`config.mk`:
```
export PLATFORM = sky130hd
export DESIGN_NAME = phase_ctrl
export DESIGN_NICKNAME = d
export VERILOG_FILES = /design/src/rtl/phase_ctrl_pkg.sv /design/src/rtl/phase_ctrl_btn_debounce.sv /design/src/rtl/phase_ctrl.sv
export SDC_FILE = /design/constraint.sdc
export NUM_CORES = 1
export LEC_CHECK = 0
export CAP_MARGIN = 10
export CELL_PAD_IN_SITES_DETAIL_PLACEMENT = 1
export CELL_PAD_IN_SITES_GLOBAL_PLACEMENT = 1
export CORE_ASPECT_RATIO = 0.9
export CORE_UTILIZATION = 25
export DETAILED_ROUTE_END_ITERATION = 10
export HOLD_SLACK_MARGIN = 0.12
export PLACE_DENSITY = 0.44
export SYNTH_ARGS = -nofsm -noshare
export SYNTH_HDL_FRONTEND = slang
export SYNTH_HIERARCHICAL = 1
export SYNTH_SLANG_ARGS = --single-unit
```
`constraint.sdc`:
```
create_clock -name sys_clk -period 2.8 [get_ports sys_clk]
set_clock_uncertainty 0.05 [all_clocks]
set_input_delay 0.42 -clock sys_clk [delete_from_list [all_inputs] [get_ports sys_clk]]
set_output_delay 0.42 -clock sys_clk [all_outputs]
set_load 0.01 [all_outputs]
```
`src/rtl/phase_ctrl_pkg.sv`:
```
// Shared types and 50 MHz board defaults for the phase-adjust button controller.
package phase_ctrl_pkg;

    typedef enum logic [2:0] {
        IDLE,
        FIRST,
        DELAY,
        REPEAT,
        WAIT_REL
    } state_t;

    typedef enum logic {
        DIR_UP   = 1'b0,
        DIR_DOWN = 1'b1
    } dir_t;

    localparam int DEF_DEB_CYC = 1_000_000;
    localparam int DEF_REP_DLY = 25_000_000;
    localparam int DEF_REP_PER = 5_000_000;
    localparam int DEF_PH_W    = 10;
    localparam int DEF_STEP    = 1;

    function automatic int max_int(input int a, input int b);
        return (a > b) ? a : b;
    endfunction

endpackage

```
`src/rtl/phase_ctrl_btn_debounce.sv`:
```
// Synchronizes one raw active-low button, debounces it and flags accepted presses.
module btn_debounce #(
    parameter int DEB_CYC = 4
) (
    input  logic clk,
    input  logic rst_n,
    input  logic raw_n,
    output logic level,
    output logic rise
);

    localparam int CW = $clog2(DEB_CYC + 1);
    localparam logic [CW-1:0] CNT_LAST = CW'(DEB_CYC - 1);

    logic meta_n;
    logic sync_n;
    logic sync;
    logic level_q;
    logic [CW-1:0] cnt;

    // Synchronizer resets to the released level so a held button must re-debounce.
    always_ff @(posedge clk or negedge rst_n) begin
        if (!rst_n) begin
            meta_n <= 1'b1;
            sync_n <= 1'b1;
        end else begin
            meta_n <= raw_n;
            sync_n <= meta_n;
        end
    end

    assign sync = ~sync_n;

    always_ff @(posedge clk or negedge rst_n) begin
        if (!rst_n) begin
            cnt   <= '0;
            level <= 1'b0;
        end else if (sync == level) begin
            cnt <= '0;
        end else if (cnt == CNT_LAST) begin
            level <= sync;
            cnt   <= '0;
        end else begin
            cnt <= cnt + CW'(1);
        end
    end

    // Registered strobe lags the level by one cycle, matching the FSM press latency.
    always_ff @(posedge clk or negedge rst_n) begin
        if (!rst_n) begin
            level_q <= 1'b0;
            rise    <= 1'b0;
        end else begin
            level_q <= level;
            rise    <= level & ~level_q;
        end
    end

endmodule

```
`src/rtl/phase_ctrl.sv`:
```
// Button-driven phase step controller with auto-repeat and an accumulated phase offset.
module phase_ctrl
    import phase_ctrl_pkg::*;
#(
    parameter int DEB_CYC = DEF_DEB_CYC,
    parameter int REP_DLY = DEF_REP_DLY,
    parameter int REP_PER = DEF_REP_PER,
    parameter int PH_W    = DEF_PH_W,
    parameter int STEP    = DEF_STEP
) (
    input  logic            sys_clk,
    input  logic            sys_rst_n,
    input  logic            butt_up_n,
    input  logic            butt_down_n,
    input  logic            butt_clr_n,
    output logic            phase_up,
    output logic            phase_down,
    output logic            phase_clr,
    output logic [PH_W-1:0] phase_offset,
    output logic            holding
);

    localparam int REP_MAX = max_int(REP_DLY, REP_PER);
    localparam int RW      = (REP_MAX > 1) ? $clog2(REP_MAX) : 1;
    localparam logic [RW-1:0]   DLY_LOAD = RW'(REP_DLY - 1);
    localparam logic [RW-1:0]   PER_LOAD = RW'(REP_PER - 1);
    localparam logic [PH_W-1:0] STEP_W   = PH_W'(STEP);

    logic up_lvl;
    logic down_lvl;
    logic clr_lvl_unused;
    logic up_rise_unused;
    logic down_rise_unused;
    logic clr_rise;

    state_t        state;
    dir_t          dir;
    logic [RW-1:0] rep_cnt;

    logic dir_held;
    logic opp_held;
    logic rep_due;
    logic step_now;

    btn_debounce #(.DEB_CYC(DEB_CYC)) u_deb_up (
        .clk   (sys_clk),
        .rst_n (sys_rst_n),
        .raw_n (butt_up_n),
        .level (up_lvl),
        .rise  (up_rise_unused)
    );

    btn_debounce #(.DEB_CYC(DEB_CYC)) u_deb_down (
        .clk   (sys_clk),
        .rst_n (sys_rst_n),
        .raw_n (butt_down_n),
        .level (down_lvl),
        .rise  (down_rise_unused)
    );

    btn_debounce #(.DEB_CYC(DEB_CYC)) u_deb_clr (
        .clk   (sys_clk),
        .rst_n (sys_rst_n),
        .raw_n (butt_clr_n),
        .level (clr_lvl_unused),
        .rise  (clr_rise)
    );

    assign dir_held = (dir == DIR_UP) ? up_lvl : down_lvl;
    assign opp_held = (dir == DIR_UP) ? down_lvl : up_lvl;
    assign rep_due  = dir_held && !opp_held && (rep_cnt == '0);
    assign step_now = (state == FIRST) ||
                      (((state == DELAY) || (state == REPEAT)) && rep_due);

    // Clear wins over any step on the same edge and drops the FSM back to IDLE.
    always_ff @(posedge sys_clk or negedge sys_rst_n) begin
        if (!sys_rst_n) begin
            state        <= IDLE;
            dir          <= DIR_UP;
            rep_cnt      <= '0;
            phase_up     <= 1'b0;
            phase_down   <= 1'b0;
            phase_clr    <= 1'b0;
            holding      <= 1'b0;
            phase_offset <= '0;
        end else begin
            phase_up   <= 1'b0;
            phase_down <= 1'b0;
            phase_clr  <= 1'b0;
            if (clr_rise) begin
                phase_clr    <= 1'b1;
                phase_offset <= '0;
                state        <= IDLE;
                holding      <= 1'b0;
                rep_cnt      <= '0;
            end else begin
                if (step_now) begin
                    if (dir == DIR_UP) begin
                        phase_up     <= 1'b1;
                        phase_offset <= phase_offset + STEP_W;
                    end else begin
                        phase_down   <= 1'b1;
                        phase_offset <= phase_offset - STEP_W;
                    end
                end
                unique case (state)
                    IDLE: begin
                        if (up_lvl ^ down_lvl) begin
                            state   <= FIRST;
                            dir     <= up_lvl ? DIR_UP : DIR_DOWN;
                            holding <= 1'b1;
                        end
                    end
                    FIRST: begin
                        rep_cnt <= DLY_LOAD;
                        state   <= DELAY;
                    end
                    DELAY, REPEAT: begin
                        if (!dir_held || opp_held) begin
                            state   <= WAIT_REL;
                            holding <= 1'b0;
                        end else if (rep_cnt == '0) begin
                            rep_cnt <= PER_LOAD;
                            state   <= REPEAT;
                        end else begin
                            rep_cnt <= rep_cnt - RW'(1);
                        end
                    end
                    WAIT_REL: begin
                        if (!up_lvl && !down_lvl) begin
                            state <= IDLE;
                        end
                    end
                    default: begin
                        state   <= IDLE;
                        holding <= 1'b0;
                    end
                endcase
            end
        end
    end

endmodule

```
==> impl_metrics.toml, run 1 <==
[floorplan]
start_util = 0.2575
die-area_um2 = 24870
rows = 53
ioPinCount = 19
die_x_um = 166.1
die_h_um = 149.7
fp.coreArea_um2 = 23540

[route]
wl_per_cell_um = 15.74
first_iter_violations = 222
vias_per_cell = 4.851
drc_errors = 4
final_antenna_net_count = 0
dr.pass1.iters = 7
routed_wl_mm = 15.33
vias = 4725

[sta]
timing.setup.tns_ns = 0
rsz0062_at_grt = "no"
setup_viol = 0
fin_crit_sh = 0.8863
slew_viol_final = 0
worst_pin_slew_ns = 0.6415
slew_headroom = 0.5684
fin_crit_ns = 2.482
hold_viol = 0
fmax_ghz = 0.4030
fin_hold_ws_ns = 0.3044
fin_ws_ns = 0.3183

[global_route]
overflow = 0
grt_max_degree = 66
grt.total_usage = 0.1352
antenna_found_initial = 0
grt_pass1_vias = 4995
grt_pass1_wl_mm = 26.72

[clock_tree]
clk_latency_ns = 0.41
clk_path_buf_depth = 2
cts_root_buffer = "clkbuf_16"
cts_buffers = 17
htreeDepth = 4
cts_resized = 0
cts_tree = "built"
cts_hold_buf = 1
cts_setup_buffers = 0
clkSinkCount = 114
clk_pin_slew_ns = 0.05

[layout]
drive_above_1_share = 0.1250
area_growth_pct = 19.26
nets = 678
final_area_um2 = 7228
fin_cells = 974
n_antenna_cell = 0
post-route-util = 0.3070

[power]
power.density_nw_per_um2 = 539.5
power_mw = 3.900
leakage_nw = 3.008
max-vdd-ir-drop_mv = 0.2938

[setup_path]
end_kind = "flop"
start_kind = "flop"
crit_fanout = 7
reg2reg_from = "rep_cnt[0]$_DFFE_PN0P_"
required_ns = 3.02
critical_path_class = "flop to flop"
worst-endpoint-arrival_ns = 2.70
crit_start = "rep_cnt[0]$_DFFE_PN0P_"

[placement]
dp_hpwl_mm = 10.61
place_congestion = 0.7317
port_buffers = 18
place_ws_ns = 0.3003
dp.cells = 941
post_dp_cell_area_um2 = 6640

[logic_synthesis]
synth_area_um2 = 6061
syn_avg_cell_area_um2 = 9.744
synth.net_count = 641
synth_warnings = 6
syn_inst = 622

[hold_path]
min-delay-start = "u_deb_down/meta_n$_DFF_PN1_"
hold_path_class = "flop to flop"

[run]
cap_viol_max_count = 0

[run_status]
status = "finished with violations"
violations = "DRC"
## layout by cell type (no fill, tap or decap), types with 5 or more instances in the layout
master	instances
a211oi_1	5
a21o_1	5
a21oi_1	25
a22o_1	8
a31oi_1	5
buf_4	13
clkbuf_16	17
clkdlybuf4s50_1	17
clkinv_2	6
dfrtp_1	108
dfstp_2	6
ha_1	13
inv_1	27
nand2_1	33
nand2b_1	7
nand3_1	22
nand3b_1	5
nand4_1	22
nor2_1	93
nor2b_1	5
nor3_1	24
nor4_1	17
o21ai_0	35
o21ai_1	6
o31ai_1	6
or4_1	6
xnor2_1	38
xor2_1	21
## critical path, stage by stage (launching register included)
cell	delay (ns)
dfrtp_1	0.38
inv_1	0.11
ha_1	0.24
nor4b_2	0.46
nand4b_2	0.31
o21bai_2	0.26
nor2_1	0.06
nor2_1	0.35
a21oi_1	0.13
## per-layer routing
layer,GRT usage,share of wire
met1,0.1833,0.51
met2,0.2158,0.46
met3,0.03438,0.025
met4,0.03084,0.0080
met5,0,0
## final timing paths
| check | to | slack [ns] | cells past startpoint |
|---|---|---|---|
| setup / recovery | phase_offset[0]$_DFFE_PN0P_ | 0.32 | 8 |
| hold / removal | u_deb_down/sync_n$_DFF_PN1_ | 0.30 | 0 |
| setup reg to reg | phase_offset[0]$_DFFE_PN0P_ | 0.32 | 8 |
| hold reg to reg | u_deb_down/sync_n$_DFF_PN1_ | 0.30 | 0 |
| max in group asynchronous | u_deb_down/meta_n$_DFF_PN1_ | 1.48 | 3 |
| min in group asynchronous | phase_offset[7]$_DFFE_PN0P_ | 0.45 | 2 |
## final cells by class
cell class	instances	area, um^2
tap	302	377.9
fill	2670	16310
clock inverter	14	138.9
clock buffer	18	439.2
multi-input combinational	466	3004
timing repair buffer	32	297.8
sequential	114	2860
inverter	28	110.1
## state kept, by name (all words and copies together) (netlist names), 3 cells and up
name            count
rep_cnt            25
u_deb_clr/cnt      20
phase_offset       10
state               3
u_deb_up/cnt       20
u_deb_down/cnt     20
## power by group
part / switching, mW / internal (mW)
logic: 0.0608 / 0.0227
registers: 0.0150 / 1.67
clock network: 0.808 / 1.33
total: 0.884 / 3.02
Note: power is estimated with default switching activity, not from simulation.
==> inputs of run 2 (changes only) <==
--- a/config.mk
+++ b/config.mk
@@ -9,10 +9,10 @@
 export CELL_PAD_IN_SITES_DETAIL_PLACEMENT = 1
 export CELL_PAD_IN_SITES_GLOBAL_PLACEMENT = 1
 export CORE_ASPECT_RATIO = 0.9
-export CORE_UTILIZATION = 25
+export CORE_UTILIZATION = 31
 export DETAILED_ROUTE_END_ITERATION = 10
 export HOLD_SLACK_MARGIN = 0.12
-export PLACE_DENSITY = 0.44
+export PLACE_DENSITY = 0.52
 export SYNTH_ARGS = -nofsm -noshare
 export SYNTH_HDL_FRONTEND = slang
 export SYNTH_HIERARCHICAL = 1
==> run 2 against run 1 <==
The run now ends clean; combinational power shrank 2%; global-route usage increased by 2.6 points; clock-buffer cell count is 1 higher; die area is 19% lower; largest power group unchanged.
==> impl_metrics.toml, run 2 (synthesis gave the netlist of run 1 again) <==
[sta]
slew_viol_final = 0
fin_crit_sh = 0.8689
rsz0062_at_grt = "no"
fmax_ghz = 0.4110
setup_viol = 0
hold_viol = 0
fin_hold_ws_ns = 0.3057
timing.setup.tns_ns = 0
worst_pin_slew_ns = 0.9407
slew_headroom = 0.3729
fin_crit_ns = 2.433

[route]
final_antenna_net_count = 0
drc_errors = 0
vias = 4777
vias_per_cell = 5.181
routed_wl_mm = 14.74
first_iter_violations = 181
wl_per_cell_um = 15.98
dr.pass1.iters = 4

[power]
leakage_nw = 3.049
power.density_nw_per_um2 = 587.4
max-vdd-ir-drop_mv = 0.3583

[setup_path]
r2r-end = "phase_offset[9]$_DFFE_PN0P_"
crit_fanout = 11
critical_path_class = "flop to flop"
crit_slowest_cell = "nor4b_2"
end_kind = "flop"
max_stage_delay_ns = 0.44
required_ns = 3.09
r2r_setup_slack_ns = 0.37
start_kind = "flop"
reg2reg_from = "rep_cnt[0]$_DFFE_PN0P_"
rr_worst_depth = 9
worst-endpoint-arrival_ns = 2.72
path_cells = "inv_1, ha_1, nor4b_2, nand4b_2, o22a_1, nor2_1, buf_4, a21oi_1, o22ai_1"

[global_route]
grt_pass1_vias = 4886
grt.total_usage = 0.1611
use_met2 = 0.2562
antenna_found_initial = 0
grt_busiest_layer = "met2"
grt_pass1_wl_mm = 25.31
met3_usage = 0.04257
met1_usage = 0.2084
grt_max_degree = 73
overflow = 0

[floorplan]
start_util = 0.3164
die_x_um = 149.4
die_h_um = 134.7
ioPinCount = 19
fp.coreArea_um2 = 19160
rows = 48
die-area_um2 = 20120

[clock_tree]
clk_path_buf_depth = 2
clk_pin_slew_ns = 0.06
cts_root_buffer = "clkbuf_16"
cts_buffers = 17
clk_latency_ns = 0.42
clkSinkCount = 114
cts_resized = 0
cts_tree = "built"
htreeDepth = 4

[placement]
dp_hpwl_mm = 10.21
place_congestion = 0.7795
port_buffers = 18

[run_status]
status = "finished clean"

[hold_path]
min-delay-start = "u_deb_up/meta_n$_DFF_PN1_"
min_path_cells = 0
hold_path_class = "flop to flop"
min_to = "u_deb_up/sync_n$_DFF_PN1_"

[layout]
regMostFlops = "rep_cnt"
area_growth_pct = 19.78
n_antenna_cell = 0
drive_above_1_share = 0.1235
post-route-util = 0.3789
layout_commonest_cell = "dfrtp_1"
largest_register_ffs = 25
layout_common_cells = "dfrtp_1 (108), nor2_1 (93), xnor2_1 (38), o21ai_0 (35), nand2_1 (33)"
nets = 678

[run]
cap_viol_max_count = 0
[run 2: changes by cell type in the layout (fill, tap and decap cells not counted)]
cell / delta
bufinv_16: +4
clkinv_2: -4
clkbuf_1: +1
clkinvlp_4: -1
[run 2: worst max path at each step]
stage	start	to	slack (ns)	cells after the start
final	rep_cnt[0]$_DFFE_PN0P_	phase_offset[9]$_DFFE_PN0P_	0.37	9
after global routing	rep_cnt[0]$_DFFE_PN0P_	phase_offset[9]$_DFFE_PN0P_	0.13	9
after CTS	rep_cnt[0]$_DFFE_PN0P_	phase_offset[9]$_DFFE_PN0P_	0.34	9
after detailed placement	rep_cnt[0]$_DFFE_PN0P_	phase_offset[9]$_DFFE_PN0P_	0.36	9
after global placement	rep_cnt[0]$_DFFE_PN0P_	phase_offset[9]$_DFFE_PN0P_	0.42	9
after floorplan	dir$_DFFE_PN0P_	dir$_DFFE_PN0P_	0.62	7
[run 2: critical path: cells and delay by family (launching register included)]
family | cells | cell delay [ns]
and+or+nand+nor | 3 | 0.84
AOI/OAI and AO/OA | 3 | 0.54
DFF | 1 | 0.37
buffers and inverters | 2 | 0.30
adders and majority gates | 1 | 0.25
[run 2: layer usage]
layer	vias to the layer above	wire length, um	part of all wire
met5	-	0	0
met4	0	212	0.014
met3	14	399	0.027
met2	39	6970	0.47
met1	2409	7155	0.49
li1	2315	-	-
[run 2: metrics by stage]
step	area [um^2]	total power, mW	std cells	setup slack (ns)
after detailed placement	6575	1.797	889	0.3554
final	7259	4.264	922	0.3670
after CTS	7259	4.345	922	0.3434
after floorplan	6061	1.742	622	0.6196
after global routing	7259	4.422	922	0.1326
after global placement	6575	1.793	889	0.4171
[run 2: repair_timing]
item / 4_1_cts / 5_1_grt
hold buffers: 1 / 0
setup buffers: 0 / 0
endpoints found under the hold margin: 18 / 0
[run 2: final cells by class]
class                           count  area [um^2]
Tap cell                          250        312.8
Multi-Input combinational cell    466         3004
Clock buffer                       19        442.9
Timing Repair Buffer               32        297.8
Clock inverter                     13        231.5
Sequential cell                   114         2860
Fill cell                        2135        11900
Inverter                           28        110.1
[run 2: power breakdown]
part | switching [mW] | internal [mW]
Combinational | 0.0594 | 0.0227
Clock | 0.807 | 1.69
Sequential | 0.0146 | 1.67
